### config.mk
export PLATFORM = sky130hd
export DESIGN_NAME = input_io_bank
export DESIGN_NICKNAME = d
export VERILOG_FILES = /design/src/rtl/input_io_pkg.sv /design/src/rtl/input_io_filt_bit.sv /design/src/rtl/input_io_bank.sv
export SDC_FILE = /design/constraint.sdc
export NUM_CORES = 1
export LEC_CHECK = 0
export ABC_AREA = 1
export CORE_AREA = 2 2 39 41
export CTS_CLUSTER_SIZE = 12
export DETAILED_ROUTE_END_ITERATION = 12
export DIE_AREA = 0 0 41 43
export GPL_TIMING_DRIVEN = 0
export SKIP_LAST_GASP = 1
export SYNTH_ARGS = -nofsm -noshare
export SYNTH_HDL_FRONTEND = slang
export SYNTH_SLANG_ARGS = --single-unit
### constraint.sdc
create_clock -name IQC -period 0.8 [get_ports IQC]
set_input_delay 0.16 -clock IQC [delete_from_list [all_inputs] [get_ports IQC]]
set_output_delay 0.16 -clock IQC [all_outputs]
set_load 0.01 [all_outputs]
### src/rtl/input_io_pkg.sv
`default_nettype none
// ============================================================================
// Module      : input_io_pkg
// Description : Shared constants and elaboration-time helpers for the
//               input_io_bank pad cell (mode names, range checks, counter
//               width).
// Revision    : 1.0 - initial release
// ============================================================================
package input_io_pkg;

  // Mode names accepted by the MODE parameter of input_io_bank
  localparam string C_MODE_BUFF = "in_buff";
  localparam string C_MODE_REG  = "in_reg";
  localparam string C_MODE_FILT = "in_filt";

  // Legal parameter ranges
  localparam int C_WIDTH_MIN = 1;
  localparam int C_WIDTH_MAX = 32;
  localparam int C_SYNC_MIN  = 2;
  localparam int C_SYNC_MAX  = 4;
  localparam int C_FILT_MIN  = 1;
  localparam int C_FILT_MAX  = 15;

  // True when the channel count is supported
  function automatic bit width_ok(input int w);
    return (w >= C_WIDTH_MIN) && (w <= C_WIDTH_MAX);
  endfunction

  // True when the synchroniser depth is supported
  function automatic bit sync_ok(input int s);
    return (s >= C_SYNC_MIN) && (s <= C_SYNC_MAX);
  endfunction

  // True when the filter length is supported
  function automatic bit filt_ok(input int f);
    return (f >= C_FILT_MIN) && (f <= C_FILT_MAX);
  endfunction

  // Bits needed to hold a filter count of 0..FILT_LEN
  function automatic int cnt_width(input int filt_len);
    return (filt_len < 1) ? 1 : $clog2(filt_len + 1);
  endfunction

endpackage : input_io_pkg
`default_nettype wire

### src/rtl/input_io_filt_bit.sv
`default_nettype none
// ============================================================================
// Module      : input_io_filt_bit
// Description : One channel of the filtered input path: a free-running
//               synchroniser, an enable-gated mismatch counter that commits a
//               new level after FILT_LEN enabled mismatch cycles, and the
//               registered rise/fall pulses that accompany each commit.
// Revision    : 1.0 - initial release
// ============================================================================
module input_io_filt_bit
  import input_io_pkg::*;
#(
  parameter int   SYNC_STAGES = 2,
  parameter int   FILT_LEN    = 4,
  parameter logic RST_VAL     = 1'b0
) (
  input  logic i_clk,
  input  logic i_rst,
  input  logic i_a,
  input  logic i_en,
  output logic o_z,
  output logic o_rise,
  output logic o_fall
);

  localparam int               CNT_W     = cnt_width(FILT_LEN);
  localparam logic [CNT_W-1:0] C_CNT_MAX = CNT_W'(FILT_LEN - 1);
  localparam logic [CNT_W-1:0] C_CNT_ONE = CNT_W'(1);

  logic [SYNC_STAGES-1:0] r_sync;
  logic [CNT_W-1:0]       r_cnt;
  logic                   r_z;
  logic                   r_rise;
  logic                   r_fall;
  logic                   w_s;
  logic                   w_mismatch;
  logic                   w_commit;

  assign w_s        = r_sync[SYNC_STAGES-1];
  assign w_mismatch = (w_s != r_z);
  assign w_commit   = w_mismatch && i_en && (r_cnt == C_CNT_MAX);

  // Synchroniser shifts every cycle regardless of the enable
  always_ff @(posedge i_clk or posedge i_rst) begin
    if (i_rst) begin
      r_sync <= {SYNC_STAGES{RST_VAL}};
    end else begin
      r_sync <= {r_sync[SYNC_STAGES-2:0], i_a};
    end
  end

  // Mismatch counter: clears on agreement, advances only while enabled
  always_ff @(posedge i_clk or posedge i_rst) begin
    if (i_rst) begin
      r_cnt <= '0;
    end else if (!w_mismatch) begin
      r_cnt <= '0;
    end else if (i_en) begin
      if (r_cnt == C_CNT_MAX) begin
        r_cnt <= '0;
      end else begin
        r_cnt <= r_cnt + C_CNT_ONE;
      end
    end
  end

  // Output level and its edge pulses update together on a commit
  always_ff @(posedge i_clk or posedge i_rst) begin
    if (i_rst) begin
      r_z    <= RST_VAL;
      r_rise <= 1'b0;
      r_fall <= 1'b0;
    end else begin
      r_rise <= w_commit && w_s;
      r_fall <= w_commit && !w_s;
      if (w_commit) begin
        r_z <= w_s;
      end
    end
  end

  assign o_z    = r_z;
  assign o_rise = r_rise;
  assign o_fall = r_fall;

endmodule : input_io_filt_bit
`default_nettype wire

### src/rtl/input_io_bank.sv
`default_nettype none
// ============================================================================
// Module      : input_io_bank
// Description : WIDTH-channel pad-to-fabric input cell. MODE selects a
//               transparent buffer, a clock-enabled register with edge
//               pulses, or a synchronised, glitch-filtered input with edge
//               pulses (one input_io_filt_bit per channel).
// Revision    : 1.0 - initial release
// ============================================================================
module input_io_bank
  import input_io_pkg::*;
#(
  parameter int    WIDTH       = 4,
  parameter string MODE        = "in_reg",
  parameter int    SYNC_STAGES = 2,
  parameter int    FILT_LEN    = 4,
  parameter logic  RST_VAL     = 1'b0
) (
  input  logic             IQC,
  input  logic             QRT,
  input  logic [WIDTH-1:0] A2F,
  input  logic             IQE,
  output logic [WIDTH-1:0] IQZ,
  output logic [WIDTH-1:0] IQR,
  output logic [WIDTH-1:0] IQF
);

  // Parameter sanity: any illegal combination stops elaboration
  if (!width_ok(WIDTH)) begin : g_err_width
    $error("input_io_bank: WIDTH %0d outside 1..32", WIDTH);
  end
  if (!sync_ok(SYNC_STAGES)) begin : g_err_sync
    $error("input_io_bank: SYNC_STAGES %0d outside 2..4", SYNC_STAGES);
  end
  if (!filt_ok(FILT_LEN)) begin : g_err_filt
    $error("input_io_bank: FILT_LEN %0d outside 1..15", FILT_LEN);
  end

  if (MODE == C_MODE_BUFF) begin : g_buff
    // Clock, reset and enable have no role in the transparent path
    logic w_unused_buff;
    assign w_unused_buff = ^{IQC, QRT, IQE};

    assign IQZ = A2F;
    assign IQR = '0;
    assign IQF = '0;

  end else if (MODE == C_MODE_REG) begin : g_reg
    logic [WIDTH-1:0] r_iqz;
    logic [WIDTH-1:0] r_iqr;
    logic [WIDTH-1:0] r_iqf;

    // Capture the pad when enabled; pulses flag bits that changed at this edge
    always_ff @(posedge IQC or posedge QRT) begin
      if (QRT) begin
        r_iqz <= {WIDTH{RST_VAL}};
        r_iqr <= '0;
        r_iqf <= '0;
      end else if (IQE) begin
        r_iqz <= A2F;
        r_iqr <= A2F & ~r_iqz;
        r_iqf <= ~A2F & r_iqz;
      end else begin
        r_iqr <= '0;
        r_iqf <= '0;
      end
    end

    assign IQZ = r_iqz;
    assign IQR = r_iqr;
    assign IQF = r_iqf;

  end else if (MODE == C_MODE_FILT) begin : g_filt
    // Independent filter per channel; nothing is shared between bits
    for (genvar i = 0; i < WIDTH; i++) begin : g_ch
      input_io_filt_bit #(
        .SYNC_STAGES (SYNC_STAGES),
        .FILT_LEN    (FILT_LEN),
        .RST_VAL     (RST_VAL)
      ) u_bit (
        .i_clk  (IQC),
        .i_rst  (QRT),
        .i_a    (A2F[i]),
        .i_en   (IQE),
        .o_z    (IQZ[i]),
        .o_rise (IQR[i]),
        .o_fall (IQF[i])
      );
    end

  end else begin : g_err_mode
    $error("input_io_bank: unsupported MODE \"%s\"", MODE);
    logic w_unused_mode;
    assign w_unused_mode = ^{IQC, QRT, IQE, A2F};
    assign IQZ = '0;
    assign IQR = '0;
    assign IQF = '0;
  end

endmodule : input_io_bank
`default_nettype wire
# Word-level counts from Yosys, hierarchy flattened
# Cells that the tools add are included.
[word_totals] output_inout_bits=12 regBits=12
[op_classes] bitwise=4 mux=2
[ops] operator="$and A4 B4 Y4" n=2
[ops] operator="$mux W4" n=2
[ops] operator="$not A4 Y4" n=2

# Depth between registers and ports, before layout
[depth] depth_word=3 mapped_depth=3 depth_no_buf=3

# Worst setup path before layout
# No wires, ideal clock.
[synth_timing] path_kind="reg-to-reg" from="reg, netlist name IQZ[0]" to="reg g_reg.r_iqz[0], in the netlist IQZ[0]" arrival_time_ns=0.526 stages_incl_launch_ff=3 required_time_ns=0.683 period_less_slack_ns=0.643 path_buffers=0 slack_ns=0.157 setup_ns=0.117 path_cell_list="dfrtp_1 nand2_1 nand2_1"
[synth_lines] element="end signal: assignment" line_no="input_io_bank.sv:56" rtl="r_iqz <= {WIDTH{RST_VAL}};"
[synth_lines] element="end: declaration" line_no="input_io_bank.sv:49" rtl="logic [WIDTH-1:0] r_iqz;"

# Worst setup path after layout
[layout_timing] from="reg g_reg.r_iqz[1], in the netlist IQZ[1]" to="out IQZ[1]"
[layout_lines] element="end: declaration" line_no="input_io_bank.sv:23" rtl="output logic [WIDTH-1:0] IQZ,"
# No word-level cell between the ends.

==> results.py <==
metrics = {
    "pwr": {
        "power.density_nw_per_um2": 1900,
        "power.total_uw": 1190,
        "peakVddDrop_uv": 915,
        "leakagePower_uw": 0.000362,
    },
    "placed_design": {
        "dp_hpwl_um": 516,
        "portBuffers": 18,
        "gp_congestion": 0.568,
    },
    "drt": {
        "post_drt_wl_per_cell_um": 8.59,
        "wl_um": 704,
        "ant_nets": 0,
        "first_pass_iters": 2,
        "drtIter0Drc": 1,
        "viasPerCell": 3.95,
        "vias": 324,
        "post-route-drc-count": 0,
    },
    "final_layout": {
        "drive_above_1_share_pct": 31.8,
        "syn_to_final_growth_pct": 53.7,
        "diodes": 0,
        "nets": 75,
        "utilization_pct": 45.0,
    },
    "run": {
        "maxCapViolations": 0,
    },
    "status": {
        "status": "complete, but fails checks",
        "violations": "setup timing",
    },
    "worst_setup_path": {
        "cp-start-kind": "flop",
        "path_class": "flop to output pin",
        "crit_buf_inv": 1,
        "cpPeakStageDelay_ps": 380,
        "critical_path.cell_chain": "buf_2",
        "worstSetupEndpointType": "output pin",
        "worst_path_dominant_cell_family": "flip-flops",
        "worstPathArrival_ps": 770,
        "critPathMaxFanout": 2,
        "cp.required_ps": 640,
        "critPathSlowestCell": "dfrtp_1",
    },
    "timing": {
        "fin_crit_sh_pct": 116,
        "final_hold_viol_count": 0,
        "clock.fmax_ghz": 1.07,
        "fin_skew_ps": 0.0997,
        "period_minus_slack_ps": 930,
        "fin_ws_ps": -130,
        "relSlewSlack_pct": 71.4,
        "slew_violations": 0,
        "rsz0062_at_grt": "yes",
        "setup_viol_count_final": 14,
        "whs_ps": 199,
        "worst_pin_slew_ps": 429,
    },
    "synthesis": {
        "avgSynthCellArea_sq_um": 10.1,
        "synth.largest_area_cell": "dfrtp_1",
        "ys_warn_count": 0,
        "synth-edff-count": 0,
        "async_flop_share_pct": 100,
        "synth_common_cells": "16 x nand2_1, 12 x dfrtp_1, 8 x nor2_1, 3 x inv_1, 1 x inv_2",
        "synth_top_area_share_pct": 74.1,
        "syn_nets": 47,
        "yosysSeqAreaShare_pct": 74.1,
        "synth_cell_types": 5,
        "ys.flop_type": "dfrtp_1",
        "synthMostInstantiatedCell": "nand2_1",
        "synth_cells": 40,
        "synth_area_leaders": "dfrtp_1 74%, nand2_1 15%, nor2_1 7.4%, inv_1 2.8%, inv_2 0.93%",
        "synth_seq_cells": 12,
        "synth_area_sq_um": 405,
    },
    "floorplanning": {
        "die-height_um": 43,
        "coreArea_sq_um": 1380,
        "die_area_sq_um": 1760,
        "row_count": 14,
        "start_util_pct": 29.3,
        "io_pins": 19,
        "die_w_um": 41,
    },
    "grt": {
        "gr-total-overflow": 0,
        "grt_pass1_vias": 272,
        "antenna_found_initial": 0,
        "grt_pass1_wl_um": 1090,
        "grt_max_degree": 13,
        "track_usage_pct": 9.51,
    },
    "clock_network": {
        "cts.path.max_buffers": 2,
        "clk_pin_slew_worst_paths_ps": 70,
        "postCtsHoldBufs": 0,
        "cts_root_buffer": "clkbuf_4",
        "cts_tree": "done",
        "cts.htree.levels": 1,
        "clk_latency_ps": 260,
        "cts-buffers-inserted": 3,
        "cts.sinks": 12,
    },
    "hold_path": {
        "hp-class": "primary input to async pin",
    },
}
cells in the final DEF, fill, tap and decap left out:
| cell | instances |
|---|---|
| buf_2 | 9 |
| inv_1 | 3 |
| clkdlybuf4s50_1 | 5 |
| nor2_1 | 8 |
| nand2_1 | 16 |
| dfrtp_1 | 12 |
| inv_2 | 1 |
| buf_4 | 5 |
| buf_6 | 3 |
| clkbuf_4 | 3 |
| dlygate4sd2_1 | 1 |
logic make-up after synthesis:
kind of cell / count (synthesis) / synth area share, %
simple gates: 24 / 22.2
flops: 12 / 74.1
buf+inv: 4 / 3.70
layer usage:
layer | routed length, um | vias to the layer above | GRT usage (%)
met2 | 282 | 17 | 12.8
li1 | - | 170 | -
met3 | 115 | 0 | 4.19
met4 | 0 | 0 | 6.00
met5 | 0 | - | 0
met1 | 306 | 137 | 11.9
metrics by stage:
step | area [sq um] | instances | worst slack [ps] | setup TNS (ps)
final | 623 | 82 | -130 | -1390
after global routing | 623 | 82 | -174 | -1940
after CTS | 597 | 81 | -149 | -1520
after detailed placement | 606 | 74 | -332 | -6120
after global placement | 606 | 74 | -320 | -6100
after floorplan | 405 | 40 | 157 | 0
final cells by class:
type	instances	area (sq um)
tap	16	20.0
multi-input combinational	24	90.1
timing repair buffer	23	175
fill	153	761
clock buffer	3	22.5
inverter	4	15.0
sequential	12	300
final timing paths:
kind / startpoint / endpoint / slack, ps / depth (start not counted)
max: IQZ[1] / IQZ[1] / -130 / 1
min: QRT / IQF[1] / 200 / 2
max reg2reg: IQZ[3] / IQZ[3] / -30 / 4
min reg2reg: IQZ[1] / IQR[1] / 530 / 2
max in group asynchronous: QRT / IQZ[2] / 300 / 2
min in group IQC: IQE / IQF[3] / 370 / 3
flip-flops by register name, indices dropped and copies added (netlist names):
name / cells
IQF: 4
IQR: 4
IQZ: 4
report_power, final:
part | total (uW) | internal, uW | leakage, uW | switching, uW
registers | 657 | 643 | 0.000156 | 13.9
clock network | 337 | 173 | 0.0000138 | 163
logic | 193 | 102 | 0.000192 | 91.2
what timing repair did:
action | 4_1_cts | 5_1_grt
endpoints found under the setup margin | 18 | 12
resized for setup | 49 | 3
gates cloned | 0 | 0
buffers inserted | 4 | 1
Power figures use the tool's default switching activity.
